## src/rtl/i2c_pkg.sv

```systemverilog
// Shared definitions for the I2C request arbiter: master register map, CFG bit
// constants, sequencer states and the per-cycle master access decode.
package i2c_pkg;

    localparam int unsigned ADDR_W = 5;
    localparam int unsigned DATA_W = 32;

    localparam logic [ADDR_W-1:0] REG_NBY = 5'h00;
    localparam logic [ADDR_W-1:0] REG_ADR = 5'h04;
    localparam logic [ADDR_W-1:0] REG_RDR = 5'h08;
    localparam logic [ADDR_W-1:0] REG_TDR = 5'h0C;
    localparam logic [ADDR_W-1:0] REG_CFG = 5'h10;

    localparam logic [3:0]  CFG_WR_START    = 4'b0001;
    localparam logic [3:0]  CFG_RD_START    = 4'b0100;
    localparam int unsigned CFG_WR_DONE_BIT = 1;
    localparam int unsigned CFG_RD_DONE_BIT = 3;

    typedef enum logic [3:0] {
        ST_IDLE,
        ST_WR_NBY,
        ST_WR_ADR,
        ST_WR_TDR,
        ST_WR_CFG,
        ST_POLL,
        ST_RD_RDR,
        ST_CLR_CFG,
        ST_DONE
    } state_e;

    typedef struct packed {
        logic              write;
        logic [3:0]        be;
        logic [ADDR_W-1:0] addr;
        logic [DATA_W-1:0] wdata;
    } m_acc_t;

    // Master port access performed while sitting in state st.
    function automatic m_acc_t m_access(input state_e      st,
                                        input logic        rd,
                                        input logic [6:0]  adr,
                                        input logic [1:0]  nby,
                                        input logic [31:0] wdata);
        m_acc_t acc;
        acc = '0;
        case (st)
            ST_WR_NBY: begin
                acc.write = 1'b1;
                acc.be    = 4'hF;
                acc.addr  = REG_NBY;
                acc.wdata = 32'(nby);
            end
            ST_WR_ADR: begin
                acc.write = 1'b1;
                acc.be    = 4'hF;
                acc.addr  = REG_ADR;
                acc.wdata = 32'(adr);
            end
            ST_WR_TDR: begin
                acc.write = 1'b1;
                acc.be    = 4'hF;
                acc.addr  = REG_TDR;
                acc.wdata = wdata;
            end
            ST_WR_CFG: begin
                acc.write = 1'b1;
                acc.be    = 4'hF;
                acc.addr  = REG_CFG;
                acc.wdata = 32'(rd ? CFG_RD_START : CFG_WR_START);
            end
            ST_POLL: begin
                acc.be    = 4'h1;
                acc.addr  = REG_CFG;
            end
            ST_RD_RDR: begin
                acc.be    = 4'hF;
                acc.addr  = REG_RDR;
            end
            ST_CLR_CFG: begin
                acc.write = 1'b1;
                acc.be    = 4'hF;
                acc.addr  = REG_CFG;
            end
            default: ;
        endcase
        return acc;
    endfunction

endpackage

```

## src/rtl/rr_arbiter.sv

```systemverilog
// Round-robin grant: searches upward from one above i_ptr, wrapping at N_REQ-1,
// and returns a one-hot grant of the first active request.
module rr_arbiter #(
    parameter int unsigned N_REQ = 2,
    parameter int unsigned IDX_W = 1
) (
    input  logic [N_REQ-1:0] i_req,
    input  logic [IDX_W-1:0] i_ptr,
    output logic [N_REQ-1:0] o_gnt_c,
    output logic             o_valid_c
);

    logic w_found;

    always_comb begin
        o_gnt_c = '0;
        w_found = 1'b0;
        for (int unsigned k = 1; k <= N_REQ; k++) begin
            if (!w_found && i_req[IDX_W'((32'(i_ptr) + k) % N_REQ)]) begin
                o_gnt_c[IDX_W'((32'(i_ptr) + k) % N_REQ)] = 1'b1;
                w_found = 1'b1;
            end
        end
        o_valid_c = w_found;
    end

endmodule

```

## src/rtl/i2c_req_arbiter.sv

```systemverilog
// Arbitrates N_REQ transfer requesters onto one I2C master register port and
// sequences each transfer. Define I2C_ARB_TIMEOUT_EN to enable the poll timeout.
module i2c_req_arbiter
    import i2c_pkg::*;
#(
    parameter int unsigned N_REQ    = 2,
    parameter logic [15:0] POLL_MAX = 16'hFFFF
) (
    input  logic                clk_i,
    input  logic                rst_i,
    input  logic [N_REQ-1:0]    req_i,
    input  logic [N_REQ-1:0]    req_read_i,
    input  logic [7*N_REQ-1:0]  req_adr_i,
    input  logic [2*N_REQ-1:0]  req_nby_i,
    input  logic [32*N_REQ-1:0] req_wdata_i,
    output logic [N_REQ-1:0]    done_o,
    output logic                err_o,
    output logic [31:0]         rsp_rdata_o,
    output logic                busy_o,
    output logic                m_write_o,
    output logic [3:0]          m_data_be_o,
    output logic [4:0]          m_addr_o,
    output logic [31:0]         m_wdata_o,
    input  logic [31:0]         m_rdata_i
);

    localparam int unsigned IDX_W = $clog2(N_REQ);

    state_e            r_state, w_state_nxt;
    logic [IDX_W-1:0]  r_ptr, w_ptr_nxt;
    logic [N_REQ-1:0]  r_gnt, w_gnt_nxt;
    logic              r_read, w_read_nxt;
    logic [6:0]        r_adr, w_adr_nxt;
    logic [1:0]        r_nby, w_nby_nxt;
    logic [31:0]       r_wdata, w_wdata_nxt;
    logic [31:0]       r_rsp, w_rsp_nxt;
    logic [N_REQ-1:0]  r_done;
    logic              r_busy;
    m_acc_t            r_acc, w_acc;
    logic              w_done_bit;

    logic [N_REQ-1:0]  w_arb_gnt;
    logic              w_arb_valid;
    logic [IDX_W-1:0]  w_win_idx;
    logic              w_win_read;
    logic [6:0]        w_win_adr;
    logic [1:0]        w_win_nby;
    logic [31:0]       w_win_wdata;

`ifdef I2C_ARB_TIMEOUT_EN
    localparam logic [15:0] POLL_LAST = POLL_MAX - 16'd1;
    logic [15:0] r_cnt, w_cnt_nxt;
    logic        r_err, w_err_nxt;
    logic        r_err_o;
`else
    logic w_unused_poll_max;
    assign w_unused_poll_max = ^POLL_MAX;
`endif

    rr_arbiter #(
        .N_REQ (N_REQ),
        .IDX_W (IDX_W)
    ) u_rr (
        .i_req     (req_i),
        .i_ptr     (r_ptr),
        .o_gnt_c   (w_arb_gnt),
        .o_valid_c (w_arb_valid)
    );

    // Select the winning requester's transfer parameters.
    always_comb begin
        w_win_idx   = '0;
        w_win_read  = 1'b0;
        w_win_adr   = '0;
        w_win_nby   = '0;
        w_win_wdata = '0;
        for (int i = 0; i < N_REQ; i++) begin
            if (w_arb_gnt[i]) begin
                w_win_idx   = IDX_W'(i);
                w_win_read  = req_read_i[i];
                w_win_adr   = req_adr_i[i*7 +: 7];
                w_win_nby   = req_nby_i[i*2 +: 2];
                w_win_wdata = req_wdata_i[i*32 +: 32];
            end
        end
    end

    // Next-state logic; the master access is decoded for the state being entered.
    always_comb begin
        w_state_nxt = r_state;
        w_ptr_nxt   = r_ptr;
        w_gnt_nxt   = r_gnt;
        w_read_nxt  = r_read;
        w_adr_nxt   = r_adr;
        w_nby_nxt   = r_nby;
        w_wdata_nxt = r_wdata;
        w_rsp_nxt   = r_rsp;
`ifdef I2C_ARB_TIMEOUT_EN
        w_cnt_nxt   = r_cnt;
        w_err_nxt   = r_err;
`endif
        w_done_bit  = r_read ? m_rdata_i[CFG_RD_DONE_BIT] : m_rdata_i[CFG_WR_DONE_BIT];

        case (r_state)
            ST_IDLE: begin
                if (w_arb_valid) begin
                    w_state_nxt = ST_WR_NBY;
                    w_ptr_nxt   = w_win_idx;
                    w_gnt_nxt   = w_arb_gnt;
                    w_read_nxt  = w_win_read;
                    w_adr_nxt   = w_win_adr;
                    w_nby_nxt   = w_win_nby;
                    w_wdata_nxt = w_win_wdata;
`ifdef I2C_ARB_TIMEOUT_EN
                    w_err_nxt   = 1'b0;
`endif
                end
            end
            ST_WR_NBY: w_state_nxt = ST_WR_ADR;
            ST_WR_ADR: w_state_nxt = r_read ? ST_WR_CFG : ST_WR_TDR;
            ST_WR_TDR: w_state_nxt = ST_WR_CFG;
            ST_WR_CFG: begin
                w_state_nxt = ST_POLL;
`ifdef I2C_ARB_TIMEOUT_EN
                w_cnt_nxt   = '0;
`endif
            end
            ST_POLL: begin
                if (w_done_bit) begin
                    w_state_nxt = r_read ? ST_RD_RDR : ST_CLR_CFG;
                end
`ifdef I2C_ARB_TIMEOUT_EN
                else if (r_cnt == POLL_LAST) begin
                    w_state_nxt = ST_CLR_CFG;
                    w_err_nxt   = 1'b1;
                    w_rsp_nxt   = '0;
                end else begin
                    w_cnt_nxt   = r_cnt + 16'd1;
                end
`endif
            end
            ST_RD_RDR: begin
                w_rsp_nxt   = m_rdata_i;
                w_state_nxt = ST_CLR_CFG;
            end
            ST_CLR_CFG: w_state_nxt = ST_DONE;
            ST_DONE:    w_state_nxt = ST_IDLE;
            default:    w_state_nxt = ST_IDLE;
        endcase

        w_acc = m_access(w_state_nxt, w_read_nxt, w_adr_nxt, w_nby_nxt, w_wdata_nxt);
    end

    always_ff @(posedge clk_i or posedge rst_i) begin
        if (rst_i) begin
            r_state <= ST_IDLE;
            r_ptr   <= IDX_W'(N_REQ - 1);
            r_gnt   <= '0;
            r_read  <= 1'b0;
            r_adr   <= '0;
            r_nby   <= '0;
            r_wdata <= '0;
            r_rsp   <= '0;
            r_done  <= '0;
            r_busy  <= 1'b0;
            r_acc   <= '0;
`ifdef I2C_ARB_TIMEOUT_EN
            r_cnt   <= '0;
            r_err   <= 1'b0;
            r_err_o <= 1'b0;
`endif
        end else begin
            r_state <= w_state_nxt;
            r_ptr   <= w_ptr_nxt;
            r_gnt   <= w_gnt_nxt;
            r_read  <= w_read_nxt;
            r_adr   <= w_adr_nxt;
            r_nby   <= w_nby_nxt;
            r_wdata <= w_wdata_nxt;
            r_rsp   <= w_rsp_nxt;
            r_done  <= (w_state_nxt == ST_DONE) ? r_gnt : '0;
            r_busy  <= (w_state_nxt != ST_IDLE);
            r_acc   <= w_acc;
`ifdef I2C_ARB_TIMEOUT_EN
            r_cnt   <= w_cnt_nxt;
            r_err   <= w_err_nxt;
            r_err_o <= (w_state_nxt == ST_DONE) && w_err_nxt;
`endif
        end
    end

    assign done_o      = r_done;
    assign rsp_rdata_o = r_rsp;
    assign busy_o      = r_busy;
    assign m_write_o   = r_acc.write;
    assign m_data_be_o = r_acc.be;
    assign m_addr_o    = r_acc.addr;
    assign m_wdata_o   = r_acc.wdata;
`ifdef I2C_ARB_TIMEOUT_EN
    assign err_o = r_err_o;
`else
    assign err_o = 1'b0;
`endif

endmodule

```

## config.mk

```make
export PLATFORM = sky130hd
export DESIGN_NAME = i2c_req_arbiter
export DESIGN_NICKNAME = d
export VERILOG_FILES = /design/src/rtl/i2c_pkg.sv /design/src/rtl/rr_arbiter.sv /design/src/rtl/i2c_req_arbiter.sv
export SDC_FILE = /design/constraint.sdc
export NUM_CORES = 1
export LEC_CHECK = 0
export ABC_AREA = 1
export BUFFER_PORTS_ARGS = -buffer_cell sky130_fd_sc_hd__buf_2
export CAP_MARGIN = 20
export CORE_UTILIZATION = 35
export DETAILED_ROUTE_END_ITERATION = 7
export PLACE_DENSITY_LB_ADDON = 0.1
export SYNTH_ARGS = -nofsm -noshare
export SYNTH_HDL_FRONTEND = slang
export SYNTH_SLANG_ARGS = --single-unit
```

## constraint.sdc

```tcl
create_clock -name clk_i -period 3.7 [get_ports clk_i]
set_input_delay 0 -clock clk_i [delete_from_list [all_inputs] [get_ports clk_i]]
set_output_delay 0 -clock clk_i [all_outputs]
set_load 0.01 [all_outputs]
```

# After elaboration in Yosys (flattened, before gate mapping)

Cells that the tools add are included.

Memory bits (writable): 0
Register bits after elaboration: 126
Memories kept: 0
ROM bits: 0
Output and inout port bits: 78
Logic and storage cells: 85
Input port bits: 120
Latch bits: 0

Reduce and logical (&&, ||, !) cells: 9
Magnitude comparators: 4
Bitwise operators: 1
Muxes and demuxes: 40
Add/sub/neg operators: 2
Multiply operators: 0
Shifts and indexed selects: 0
Equal/unequal tests: 15
Divide/modulo/power cells: 0

Operators by type and width:

| cell                  | count |
|---|---|
| $mux W32              | 4 |
| $pmux W32 S4          | 1 |
| $pmux W9 S6           | 1 |
| $eq A4 B3 Y1 const B  | 8 |
| $pmux W4 S8           | 1 |
| $mux W7               | 4 |
| $eq A4 B2 Y1 const B  | 4 |
| $mux W1               | 16 |
| $mux W2               | 7 |
| $eq A4 B1 Y1 const B  | 2 |
| $mux W4               | 2 |
| $mux W3               | 2 |
| $reduce_or A5 Y1      | 1 |
| $eq A4 B4 Y1 const B  | 1 |
| $logic_not A4 Y1      | 1 |
| $lt A1 B2 Y1 const B  | 2 |
| $reduce_bool A4 Y1    | 1 |
| $logic_and A1 B1 Y1   | 3 |
| $add A1 B1 Y1 const B | 2 |
| $demux W1 S1          | 2 |
| $ge A1 B1 Y1 const B  | 2 |
| $or A2 B2 Y2          | 1 |
| $reduce_and A2 Y1     | 1 |
| $reduce_or A2 Y1      | 1 |
| $logic_not A1 Y1      | 1 |

# Logic depth before layout (Yosys ltp)

Gate-level depths: netlist of the first run.

Depth after elaboration: 14
Depth in mapped cells: 10
Mapped depth without buffers: 10

# Cells and area by module

Synthesis of the first run repeated with hierarchy kept, for this count alone.

Cells, all modules: 606
Area total of the unflattened synthesis: 5297.6 sq um

Modules (own cells, without submodules):

| module          | cells each | times used | area an instance (sq um) | seq. area each (sq um) |
|---|---|---|---|---|
| i2c_req_arbiter | 600        | 1          | 5271.3                   | 3054.2 |
| rr_arbiter      | 6          | 1          | 26.3                     | 0.0 |

# Worst setup path before layout of the first run

OpenSTA, ideal clock, no wires.

Path type: register to register
Start: register r_state[0]
End: register r_acc, in the netlist m_wdata_o[21]
Clock period less this slack: 1.391 ns
Path buffers: 2
Cell stages (with the launch flop): 8
Library setup time: 0.081 ns
Required time: 3.619 ns
Data arrival time: 1.310 ns
Setup slack: 2.309 ns
Path through: dfrtp_1 -> nor2_4 -> nand2_4 -> nor2_8 -> buf_12 -> buf_12 -> nand2_4 -> a31oi_2

RTL lines:

| element                  | RTL line               | RTL |
|---|---|---|
| start: declaration       | i2c_req_arbiter.sv:29  | `state_e r_state, w_state_nxt;` |
| start signal: assignment | i2c_req_arbiter.sv:173 | `r_state <= w_state_nxt;` |
| end signal: assignment   | i2c_req_arbiter.sv:183 | `r_acc <= w_acc;` |
| end: declaration         | i2c_req_arbiter.sv:39  | `m_acc_t r_acc, w_acc;` |

==> results of run 1 <==
==> worst min path at each step <==
| stage | start | to | slack (ns) |
|---|---|---|---|
| floorplan | req_wdata_i[21] | r_wdata[21] | 0.12 |
| global placement | rst_i | rsp_rdata_o[26] | 0.21 |
| detailed placement | rst_i | rsp_rdata_o[26] | 0.22 |
| CTS | req_i[1] | r_adr[0] | 0.03 |
| global route | req_i[1] | r_adr[0] | 0.06 |
| finish | req_i[1] | r_adr[0] | 0.05 |
==> kinds of logic (layout without fill, tap and decap cells) <==
family,count (synthesis),in the layout,share of synthesized area (%)
AO/OA/AOI/OAI,49,49,7.69
buffers and inverters,46,391,5.63
AND/OR/NAND/NOR,214,214,20.3
multiplexers,31,31,6.86
other,1,3,0.0737
flip-flops,121,121,59.5
==> final cells by class <==
class	instances	area, µm²	area share [%]
inverter	23	88.8	1.10
tap	180	225	2.79
timing repair buffer	338	2420	30.0
clock buffer	28	507	6.28
sequential	121	3030	37.5
clock inverter	2	12.5	0.155
multi-input combinational	297	1780	22.1
==> worst max-delay path: cells and delay by family, from the launching register on <==
| family | cells | cell delay, ns |
|---|---|---|
| AND/OR/NAND/NOR | 6 | 1.34 |
| buffers and inverters | 1 | 0.59 |
| flip-flops | 1 | 0.49 |
| AO/OA/AOI/OAI | 1 | 0.11 |
==> per-layer routing <==
layer | up-vias | wire length [µm]
met2 | 171 | 6760
li1 | 2203 | -
met3 | 14 | 844
met1 | 2126 | 6050
met4 | 0 | 155
met5 | - | 0
==> timing repair <==
action | in CTS | in global routing
gates resized for setup | 0 | 0
buffers inserted | 0 | 0
hold buffers | 141 | 0
endpoints found under the setup margin | 0 | 0
hold endpoints to repair | 168 | 0
==> through the flow <==
stage,area (µm²),utilization (%),std cells
finish,8070,57.5,989
global route,8070,57.5,989
global placement,6110,43.5,817
floorplan,5100,-,464
CTS,8040,57.3,988
detailed placement,6110,43.5,817
==> state kept, by name, indices dropped and copies added (netlist names), 2 cells and up <==
register / cells
done_o: 2
m_addr_o: 3
m_data_be_o: 2
m_wdata_o: 32
r_adr: 7
r_gnt: 2
r_state: 4
r_wdata: 32
rsp_rdata_o: 32
==> power by group <==
group	internal [mW]	switching (mW)	leakage, nW
registers	1.86	0.216	1.52
logic	1.20	1.23	2.39
clock network	0.918	0.534	0.251
total	3.98	1.98	4.17
==> cells in the final DEF (no fill, tap or decap), types with 2 or more instances in the layout <==
cell           Yosys  layout
a31oi_2           10      10
clkbuf_8           0       4
inv_1             22      21
a21boi_0           2       2
o211ai_1           3       3
nor2_4             3       3
nand2_4           11      11
a22oi_1            5       5
nor2_8             2       2
clkbuf_16          0      17
clkbuf_1           0       7
buf_2              8     194
buf_4              7       2
mux2_2            25      25
nand2_1          142     142
nor2_1             7       7
dfrtp_1          120     120
mux2_1             6       6
o21ai_0            6       6
dlygate4sd3_1      0     141
a31oi_1           16      16
nand3_1           42      42
conb_1             1       3
==> results.py, run 1 <==
metrics = {
    "status": {
        "run_status": "completed",
    },
    "power": {
        "p_leak_nw": 4.17,
        "totalPowerFinal_mw": 5.96,
        "peakVddDrop_mv": 0.345,
        "power_density_nw_per_um2": 739,
    },
    "global_routing": {
        "grt_max_degree": 65,
        "antenna_found_initial": 0,
        "grt_use_total_pct": 19.0,
        "grt_pass1_wl_mm": 21.6,
        "grt-busiest-layer": "met2",
        "gr-usage-met1_pct": 22.7,
        "grtUsageMet2_pct": 32.3,
        "grtUsageMet3_pct": 5.16,
        "first_global_vias": 4611,
        "grt_overflow": 0,
    },
    "sta": {
        "finalSetupViolations": 0,
        "finalWorstSetupSlack_ns": 1.11,
        "hold_slack_ns": 0.0466,
        "rsz0062_at_grt": "false",
        "period_share_pct": 70.1,
        "finalCriticalPeriod_ns": 2.59,
        "maxSlewViolCount": 0,
        "relSlewSlack_pct": 43.0,
        "worst_pin_slew_ns": 0.855,
        "max_freq_mhz": 386,
        "hold_violations": 0,
        "finalSetupTns_ns": 0,
        "skew_ns": 0.00610,
    },
    "clocking": {
        "cts_num_sinks": 121,
        "clk_latency_ns": 0.40,
        "path_clk_slew_ns": 0.05,
        "cts_htree_levels": 4,
        "cts_tree": "done",
        "cts.path.max_buffers": 2,
        "numCtsBuffers": 17,
        "root_buffer": "clkbuf_16",
    },
    "synthesis": {
        "synth_area_leaders": "dfrtp_1, nand2_1, mux2_2, nand3_1, a31oi_2",
        "synth_cells": 462,
        "yosysWarnings": 0,
        "synth_area_leader_cell": "dfrtp_1",
        "syn_area_per_cell_um2": 11.0,
        "synth_edf_count": 0,
        "synth_common_cells": "nand2_1, dfrtp_1, nand3_1, mux2_2, inv_1",
        "synthArstFlopShare_pct": 100,
        "synth_area_um2": 5090,
        "synth_ff_type": "dfrtp_1",
        "netlist.area_leader.share_pct": 59.0,
        "synth-seq-cells": 121,
        "yosysSeqAreaShare_pct": 59.5,
        "yosys.cell_count.top_type": "nand2_1",
        "ys_types": 37,
    },
    "routing": {
        "ant_nets": 0,
        "vias_per_cell": 4.56,
        "drt-initial-drc-count": 185,
        "dr.pass1.iters": 4,
        "wl_mm": 13.8,
        "wl_per_cell_um": 14.0,
        "via_count": 4514,
        "drc_errors": 0,
    },
    "final_layout": {
        "area_growth_pct": 58.5,
        "fillers": 1219,
        "insertedDiodeCount": 0,
        "layout.nets": 918,
        "drive_above_1_share_pct": 34.9,
    },
    "critical_path": {
        "crit_fanout": 40,
        "critPathSlowestCell": "nor2_8",
        "start_kind": "flip-flop",
        "r2r-start": "r_state[0]",
        "worstPathCellList": "nor2_4, nand2_4, nor2_8, nand2_1, o211ai_2, dlygate4sd3_1, nand2_1, nand3_1",
        "cp_common_cell": "nand2_1",
        "max_stage_delay_ns": 0.68,
        "critPathLaunch": "r_state[0]",
        "critPathCaptureType": "flip-flop",
        "worst-r2r-cell-count": 8,
        "r2r_end": "m_wdata_o[2]",
        "ff2ff_setup_slack_ns": 1.11,
        "endpoint": "m_wdata_o[2]",
        "arrival_ns": 2.93,
        "critPathRequiredTime_ns": 4.04,
        "critPathKind": "flip-flop to flip-flop",
    },
    "floorplan": {
        "fp.dieH_um": 123,
        "design.die.area_um2": 15000,
        "core_um2": 14000,
        "initial_core_util_pct": 36.3,
        "die_w_um": 123,
        "ios": 198,
        "row_count": 43,
    },
    "placed_design": {
        "pre_cts_ws_ns": 1.48,
        "gp_congestion": 0.824,
        "portBuffers": 194,
        "place_hpwl_mm": 8.39,
    },
    "worst_hold_path": {
        "hp-class": "input port to flip-flop",
        "hold_path_depth": 4,
    },
    "run": {
        "max_cap_violations": 0,
    },
}
No activity file was read; power rests on OpenSTA's default activity.
==> run 2: changes to the inputs <==
==> constraint.sdc (replaced) <==
create_clock -name clk_i -period 2.5 [get_ports clk_i]
set_input_delay 0 -clock clk_i [delete_from_list [all_inputs] [get_ports clk_i]]
set_output_delay 0 -clock clk_i [all_outputs]
set_load 0.01 [all_outputs]
==> results.py, run 2 (same netlist as run 1, synthesis figures left out) <==
metrics = {
    "status": {
        "run_status": "completed",
    },
    "critical_path": {
        "critPathCaptureType": "flip-flop",
        "start_kind": "flip-flop",
        "crit_fanout": 14,
        "worst-r2r-cell-count": 8,
        "critPathRequiredTime_ns": 2.85,
        "r2r_end": "m_wdata_o[6]",
        "critPathKind": "flip-flop to flip-flop",
        "ff2ff_setup_slack_ns": 0.18,
        "arrival_ns": 2.67,
        "r2r-start": "r_state[0]",
    },
    "power": {
        "power_switching_mw": 2.96,
        "p_leak_nw": 4.19,
        "comb_power_share_pct": 40.9,
        "peakVddDrop_mv": 0.472,
        "switching_share_pct": 33.3,
        "power_frac_seq_pct": 34.7,
        "power_density_nw_per_um2": 1090,
        "intPower_mw": 5.91,
        "p_clk_share_pct": 24.5,
    },
    "worst_hold_path": {
        "hp-class": "input port to flip-flop",
        "min_from": "req_adr_i[7]",
        "hold-path-endpoint": "r_adr[0]",
        "hold_path_depth": 5,
    },
    "clocking": {
        "cts-hold-fix-buffers": 141,
        "path_clk_slew_ns": 0.05,
        "cts_num_sinks": 121,
        "cts.path.max_buffers": 2,
        "root_buffer": "clkbuf_16",
        "cts_htree_levels": 4,
        "post_cts_buffers": 0,
        "numCtsBuffers": 17,
        "cts_tree": "done",
        "clk_latency_ns": 0.41,
        "ctsResizeCount": 0,
    },
    "sta": {
        "skew_ns": 0.00533,
        "period_share_pct": 93.0,
        "finalSetupViolations": 0,
        "maxSlewViolCount": 0,
        "relSlewSlack_pct": 49.7,
        "worst_pin_slew_ns": 0.751,
        "rsz0062_at_grt": "false",
        "finalWorstSetupSlack_ns": 0.176,
        "hold_violations": 0,
        "hold_slack_ns": 0.00324,
        "finalSetupTns_ns": 0,
        "max_freq_mhz": 430,
        "finalCriticalPeriod_ns": 2.32,
    },
    "global_routing": {
        "grt_overflow": 0,
        "grt_max_degree": 122,
        "grt_use_total_pct": 19.5,
        "grt_pass1_wl_mm": 22.0,
        "first_global_vias": 4596,
        "antenna_found_initial": 0,
    },
    "routing": {
        "dr.pass1.iters": 4,
        "vias_per_cell": 4.63,
        "via_count": 4588,
        "drc_errors": 0,
        "wl_mm": 13.9,
        "ant_nets": 0,
        "drt-initial-drc-count": 176,
        "wl_per_cell_um": 14.1,
    },
    "final_layout": {
        "drive_above_1_share_pct": 35.4,
        "post-route-util_pct": 57.7,
        "layout.nets": 921,
        "insertedDiodeCount": 0,
        "final_cell_mix": "buf_2, nand2_1, dlygate4sd3_1",
        "area_growth_pct": 59.2,
        "final_common_cell": "buf_2",
    },
    "run": {
        "max_cap_violations": 0,
    },
    "floorplan": {
        "row_count": 43,
        "design.die.area_um2": 15000,
        "initial_core_util_pct": 36.3,
        "core_um2": 14000,
        "die_w_um": 123,
        "fp.dieH_um": 123,
        "ios": 198,
    },
    "placed_design": {
        "place_hpwl_mm": 8.60,
        "pre_cts_ws_ns": 0.630,
        "portBuffers": 194,
        "gp_congestion": 0.731,
    },
}
==> run 2: through the flow <==
| step | cell area, µm² | total power [mW] | instances |
|---|---|---|---|
| 2_1_floorplan | 5100 | 5.10 | 464 |
| 4_1_cts | 8100 | 8.91 | 991 |
| 6_report | 8100 | 8.87 | 991 |
| 3_3_place_gp | 6170 | 5.93 | 821 |
| 3_5_place_dp | 6170 | 5.99 | 821 |
| 5_1_grt | 8100 | 9.50 | 991 |
==> run 2: cell type report <==
type                       instances  area (µm²)
inverter                          23        90.1
clock inverter                     3        15.0
clock buffer                      26         509
sequential                       121        3030
multi-input combinational        297        1780
timing repair buffer             341        2450
fill                            1198        5940
tap                              180         225
==> run 2: power by group through the flow <==
stage / Combinational, mW / Sequential, mW / Clock, mW
after floorplan: 1.83 / 3.27 / 0
after global placement: 2.85 / 3.08 / 0
after detailed placement: 2.89 / 3.10 / 0
after CTS: 3.63 / 3.08 / 2.21
after global routing: 4.02 / 3.16 / 2.32
final: 3.62 / 3.08 / 2.17
==> run 2: worst max-delay path: stages (launching register included) <==
cell and delay, ns:
dfrtp_1 0.49, nor2_4 0.19, nand2_4 0.11, nor2_4 0.32
buf_4 0.28, nand2_1 0.07, nand3_1 0.08, dlygate4sd3_1 0.58
a22o_1 0.15
==> run 2: how the worst max path moves through the flow <==
stage                     slack (ns)        endpoint  startpoint
after CTS                       0.14    m_wdata_o[6]  r_state[0]
after floorplan                 1.02          busy_o       rst_i
after global routing            0.03    m_wdata_o[6]  r_state[0]
after detailed placement        0.63  m_data_be_o[2]  r_state[1]
final                           0.18    m_wdata_o[6]  r_state[0]
after global placement          0.65  m_data_be_o[2]  r_state[1]
==> run 2: layer usage <==
layer | vias to the layer above | global-route usage, % | share of wire [%]
met3 | 19 | 6.23 | 6.5
met1 | 2198 | 22.8 | 42
li1 | 2208 | - | -
met5 | - | 0 | 0
met4 | 0 | 8.23 | 1.8
met2 | 163 | 32.8 | 50
